## config.mk

```make
export PLATFORM = sky130hd
export DESIGN_NAME = tinyqv_instr_prefetch
export DESIGN_NICKNAME = d
export VERILOG_FILES = /design/src/rtl/tinyqv_instr_prefetch.sv
export SDC_FILE = /design/constraint.sdc
export NUM_CORES = 1
export LEC_CHECK = 0
export BUFFER_PORTS_ARGS = -buffer_cell sky130_fd_sc_hd__buf_2
export CORE_UTILIZATION = 59
export DETAILED_ROUTE_END_ITERATION = 8
export PLACE_DENSITY_LB_ADDON = 0.2
export SETUP_SLACK_MARGIN = 0.05
export SLEW_MARGIN = 20
export SYNTH_ARGS = -nofsm -noshare
export SYNTH_HDL_FRONTEND = slang
export SYNTH_SLANG_ARGS = --single-unit
export TNS_END_PERCENT = 50
```

## constraint.sdc

```tcl
create_clock -name clk -period 8 [get_ports clk]
set_input_delay 0.4 -clock clk [delete_from_list [all_inputs] [get_ports clk]]
set_output_delay 0.4 -clock clk [all_outputs]
set_load 0.005 [all_outputs]
```

## src/rtl/tinyqv_instr_prefetch.sv

```systemverilog
// Instruction prefetch buffer for TinyQV.
// Collects 32-bit fetch words from the memory controller into a circular buffer of
// 16-bit halfwords and presents one complete (16- or 32-bit) instruction at the head.
//
// Ports:
//   clk, rstn              clock, synchronous active-low reset
//   jump_req, jump_target  core redirect and its halfword target address
//   mem_instr_addr         next fetch address to the memory controller
//   mem_instr_jump         fetch restart request (redirect or dropped word)
//   mem_instr_fetch_stall  hold the controller when the buffer is nearly full
//   mem_instr_ready/data   incoming fetch word, [15:0] at mem_instr_addr
//   instr_valid/data/pc    head instruction, its address
//   instr_compressed       head instruction is 16-bit
//   instr_accept           core consumes the head instruction
module tinyqv_instr_prefetch #(
  parameter int unsigned DEPTH_HW = 4
) (
  input  logic        clk,
  input  logic        rstn,
  input  logic        jump_req,
  input  logic [23:1] jump_target,
  output logic [23:1] mem_instr_addr,
  output logic        mem_instr_jump,
  output logic        mem_instr_fetch_stall,
  input  logic        mem_instr_ready,
  input  logic [31:0] mem_instr_data,
  output logic        instr_valid,
  output logic [31:0] instr_data,
  output logic [23:1] instr_pc,
  output logic        instr_compressed,
  input  logic        instr_accept
);

  localparam int unsigned PtrW = $clog2(DEPTH_HW);
  localparam int unsigned CntW = PtrW + 1;
  localparam logic [CntW-1:0] Depth      = CntW'(DEPTH_HW);
  localparam logic [CntW-1:0] StallLevel = CntW'(DEPTH_HW - 2);

  logic [15:0]     hw_q [DEPTH_HW];
  logic [PtrW-1:0] rd_ptr_q, rd_ptr_d, rd_ptr_inc;
  logic [PtrW-1:0] wr_ptr_q, wr_ptr_d, wr_ptr_inc;
  logic [CntW-1:0] count_q, count_d, free_slots;
  logic [23:1]     fetch_addr_q, fetch_addr_d;
  logic [23:1]     pc_q, pc_d;
  logic            refetch_q, refetch_d;
  logic            discard_q, discard_d;

  logic [15:0] head, head_next;
  logic        compressed, valid, pop, fetch_ok, push, drop_full;
  logic [1:0]  pop_n;

  always_comb begin
    rd_ptr_inc = rd_ptr_q + PtrW'(1);
    wr_ptr_inc = wr_ptr_q + PtrW'(1);
    head       = hw_q[rd_ptr_q];
    head_next  = hw_q[rd_ptr_inc];
    compressed = (head[1:0] != 2'b11);
    valid      = compressed ? (count_q != '0) : (count_q >= CntW'(2));
    pop        = instr_accept & valid & ~jump_req;
    pop_n      = pop ? (compressed ? 2'd1 : 2'd2) : 2'd0;
    // Slots freed by this cycle's pop are usable by this cycle's push.
    free_slots = Depth - count_q + CntW'(pop_n);
    fetch_ok   = mem_instr_ready & ~jump_req & ~discard_q;
    push       = fetch_ok & (free_slots >= CntW'(2));
    // Word lost for lack of space: ask the controller to restart at fetch_addr.
    drop_full  = fetch_ok & ~push;
  end

  always_comb begin
    count_d      = count_q - CntW'(pop_n) + (push ? CntW'(2) : '0);
    rd_ptr_d     = rd_ptr_q + PtrW'(pop_n);
    wr_ptr_d     = wr_ptr_q + (push ? PtrW'(2) : '0);
    fetch_addr_d = push ? fetch_addr_q + 23'd2 : fetch_addr_q;
    pc_d         = pc_q + 23'(pop_n);
    refetch_d    = drop_full;
    discard_d    = 1'b0;
    if (jump_req) begin
      count_d      = '0;
      rd_ptr_d     = '0;
      wr_ptr_d     = '0;
      fetch_addr_d = jump_target;
      pc_d         = jump_target;
      refetch_d    = 1'b0;
      // The word arriving next cycle still belongs to the old stream.
      discard_d    = 1'b1;
    end
  end

  always_ff @(posedge clk) begin
    if (!rstn) begin
      count_q      <= '0;
      rd_ptr_q     <= '0;
      wr_ptr_q     <= '0;
      fetch_addr_q <= '0;
      pc_q         <= '0;
      refetch_q    <= 1'b0;
      discard_q    <= 1'b0;
    end else begin
      count_q      <= count_d;
      rd_ptr_q     <= rd_ptr_d;
      wr_ptr_q     <= wr_ptr_d;
      fetch_addr_q <= fetch_addr_d;
      pc_q         <= pc_d;
      refetch_q    <= refetch_d;
      discard_q    <= discard_d;
    end
  end

  // Storage needs no reset: count gates every read.
  always_ff @(posedge clk) begin
    if (rstn && push) begin
      hw_q[wr_ptr_q]   <= mem_instr_data[15:0];
      hw_q[wr_ptr_inc] <= mem_instr_data[31:16];
    end
  end

  always_comb begin
    mem_instr_addr        = fetch_addr_q;
    mem_instr_jump        = rstn & (jump_req | refetch_q);
    mem_instr_fetch_stall = (count_q > StallLevel);
    instr_valid           = valid;
    instr_compressed      = compressed;
    instr_data            = compressed ? {16'h0000, head} : {head_next, head};
    instr_pc              = pc_q;
  end

endmodule
```

==> key figures <==
Clock network
  • PostCTS Resize Cnt: 0
  • CTS root buffer: clkbuf_8
  • # clock sinks: between 100 and 150
  • Number of setup buffers added after CTS: 0
  • Maximum clock insertion buffer count: 2
  • TritonCTS clock tree: done
  • Hold-fix buffers, CTS: 0
  • Total CTS buffers: 17
  • Clk_lat worst skew: between 500 and 600 ps
  • CTS clk-pin slew, worst paths: approximately 60 ps
  • Max H-tree Level: 4

Status
  • Status: complete, no violations

Layout
  • Filler instances: 730
  • Net count, final: 721
  • Layout cell share with drive strength beyond 1: 37.5%
  • Antenna cell count: 0
  • Commonest non-fill, non-tap cells in the layout: buf_2, edfxtp_1, dfxtp_1
  • Most common cell after layout, fill and taps aside: buf_2
  • Area grow syn2layout: 20.8%
  • Final Util: about 73%

Power and ir drop
  • PwrDens: about 200 mW/mm2
  • Power Total: 1.50 mW
  • Worst VDD drop: approximately 0.14 mV
  • Leakage: 2.86 nW

Floorplan
  • Die Wd: 105 um
  • Die Area: 0.0109 mm2
  • Die height: 105 um
  • Io pins: 142
  • Core Area: 0.0103 mm2
  • # rows: 37
  • Initial Utilization: 60.4%

GRT
  • Remaining global-route overflow: 0
  • Number of global-route vias before repair: ~4.8k
  • Initial antenna violation count: 0
  • GRT Total Usage: 28.6%
  • First-pass GRT wire length: about 24 mm
  • Largest net degree at the start of global routing: 59

Worst setup path
  • Critical path class: reg2reg
  • Worst EP arrival: 5570 ps
  • Critical path endpoint category: flop
  • CP required: 8400 ps
  • Max Fanout on Critical Path: 33
  • CP Launch Type: flop

Logic synthesis
  • Simple-Gate Fraction of Synth Area: 14.6%
  • FFs w/ async S/R, synth: 0%
  • Syn Inst Count: 518
  • Post-synthesis compound-gate area fraction: 11.2%
  • Post-synth EDFFs: 64
  • Yosys cell types: 57
  • Synth Area in Adders: 2.38%
  • Syn Area/Cell: roughly 12 um2
  • Synth Area in XOR/XNOR: 2.54%
  • Seq cells post-synth: between 100 and 150
  • Register area share after synthesis: 48.4%
  • Yosys warns: 0
  • Post-synth top flop: edfxtp_1
  • Largest family of logic cells by synthesized area: multiplexers
  • Mux contribution to synthesized area: about 18%
  • Netlist Area Pre-Place: 0.00620 mm2
  • Syn_nets: 588

Placement
  • GPL Wtd Cong: approximately 0.90
  • Final HPWL DP: 10.0 mm
  • PortBufs: 141

Drt
  • Via-to-Cell Ratio: 6.35
  • Total wire length: 15.1 mm
  • Routed vias: 5081
  • DRC viols: 0
  • TritonRoute pass-1 iters: 5
  • Wirelength per Cell: 18.9 um
  • Initial drt markers: 379
  • ANT nets after route: 0

Min path
  • Hold Path Class: in2reg

Timing
  • F_max: 0.194 GHz
  • RSZ-0062 raised after global routing: false
  • Final Hold Vio Count: 0
  • Slew Viols, Final: 0
  • Setup violators final: 0
  • Slew @ Worst Pin: 1060 ps
  • Clock skew: 3.64 ps
  • Minimum clock period: roughly 5200 ps
  • Setup TNS Final: 0 ps
  • Final period util: approximately 65%
  • Slew HR: 29.6%

Job
  • Max-Cap Viols: 0
==> per-layer routing <==
layer,track usage (%),vias to the layer above,share of wire (%)
met3,5.74,42,6.4
met2,45.2,237,49
met4,12.8,0,2.7
li1,-,2332,-
met5,0,-,0
met1,38.2,2470,42
==> synth_stat cells, types with 6 or more instances <==
master	instances	area share [%]
dfxtp_1	54	17
o31ai_1	8	0.97
a21oi_1	12	0.97
nand4_1	10	1.0
or4_1	13	1.6
a31oi_1	19	1.9
xnor2_1	13	1.8
and3_1	25	2.5
mux2_2	32	5.8
o21ai_0	22	1.8
buf_2	7	0.56
and4_1	7	0.99
ha_1	7	1.4
mux4_2	32	12
edfxtp_1	64	31
nor2_1	16	0.97
or3_1	6	0.61
nand3_1	11	0.89
clkbuf_1	20	1.2
nor3_1	14	1.1
inv_1	15	0.91
nand2_1	33	2.0
==> flip-flops by register name (all words and copies together), names as in the netlist <==
signal	flops
wr_ptr_q	1
hw_q	64
instr_pc	23
refetch_q	1
discard_q	1
count_q	3
rd_ptr_q	2
mem_instr_addr	23
==> cell type report <==
class / count / area (um2) / area share [%]
inverter: 18 / 67.6 / 0.901
tap: 136 / 170 / 2.27
clock inverter: 10 / 55.1 / 0.734
multi-input combinational: 351 / 3000 / 40.0
sequential: 118 / 3000 / 40.1
timing repair buffer: 145 / 736 / 9.81
clock buffer: 22 / 463 / 6.18
==> per-stage QoR <==
| stage | hold WS [ps] | setup WS, ps | instance area (um2) | std cells |
|---|---|---|---|---|
| 2_1_floorplan | 462 | 4080 | 6200 | 518 |
| 3_3_place_gp | 448 | 2780 | 6980 | 768 |
| 3_5_place_dp | 477 | 2840 | 6980 | 768 |
| 4_1_cts | 83.8 | 2830 | 7500 | 800 |
| 5_1_grt | 85.6 | 2420 | 7500 | 800 |
| 6_report | 96.5 | 2830 | 7500 | 800 |
==> critical path: stages (launching register included) <==
cell      delay (ps)
dfxtp_2          310
buf_4            490
mux4_2           780
nand2_1          180
o311ai_0         180
ha_1             240
fa_1             550
inv_1            100
o21ai_2          830
inv_2            290
fa_1             500
ha_1             220
xnor2_1          170
xnor2_1          140
nor2_1            50
==> path summary, 6_finish.rpt <==
check,start,cells past startpoint,slack (ps),end
max,rd_ptr_q[1],14,2830,count_q[2]
min,mem_instr_data[11],1,100,hw_q[2][11]
max reg2reg,rd_ptr_q[1],14,2830,count_q[2]
min reg2reg,mem_instr_addr[1],2,480,mem_instr_addr[1]
==> report_power, final <==
group | internal, mW | switching, mW | total [mW]
sequential | 0.664 | 0.0276 | 0.692
clock | 0.399 | 0.260 | 0.659
combinational | 0.0706 | 0.0783 | 0.149
==> cell families (layout without fill, tap and decap cells) <==
| kind of cell | Yosys count | in the layout |
|---|---|---|
| and+or+nand+nor | 156 | 156 |
| AOI/OAI and AO/OA | 102 | 102 |
| xor gates and xnor gates | 18 | 18 |
| buffers and inverters | 49 | 195 |
| muxes | 65 | 65 |
| DFF | 118 | 118 |
| adders and majority gates | 10 | 10 |
No activity file was read; power rests on OpenSTA's default activity.
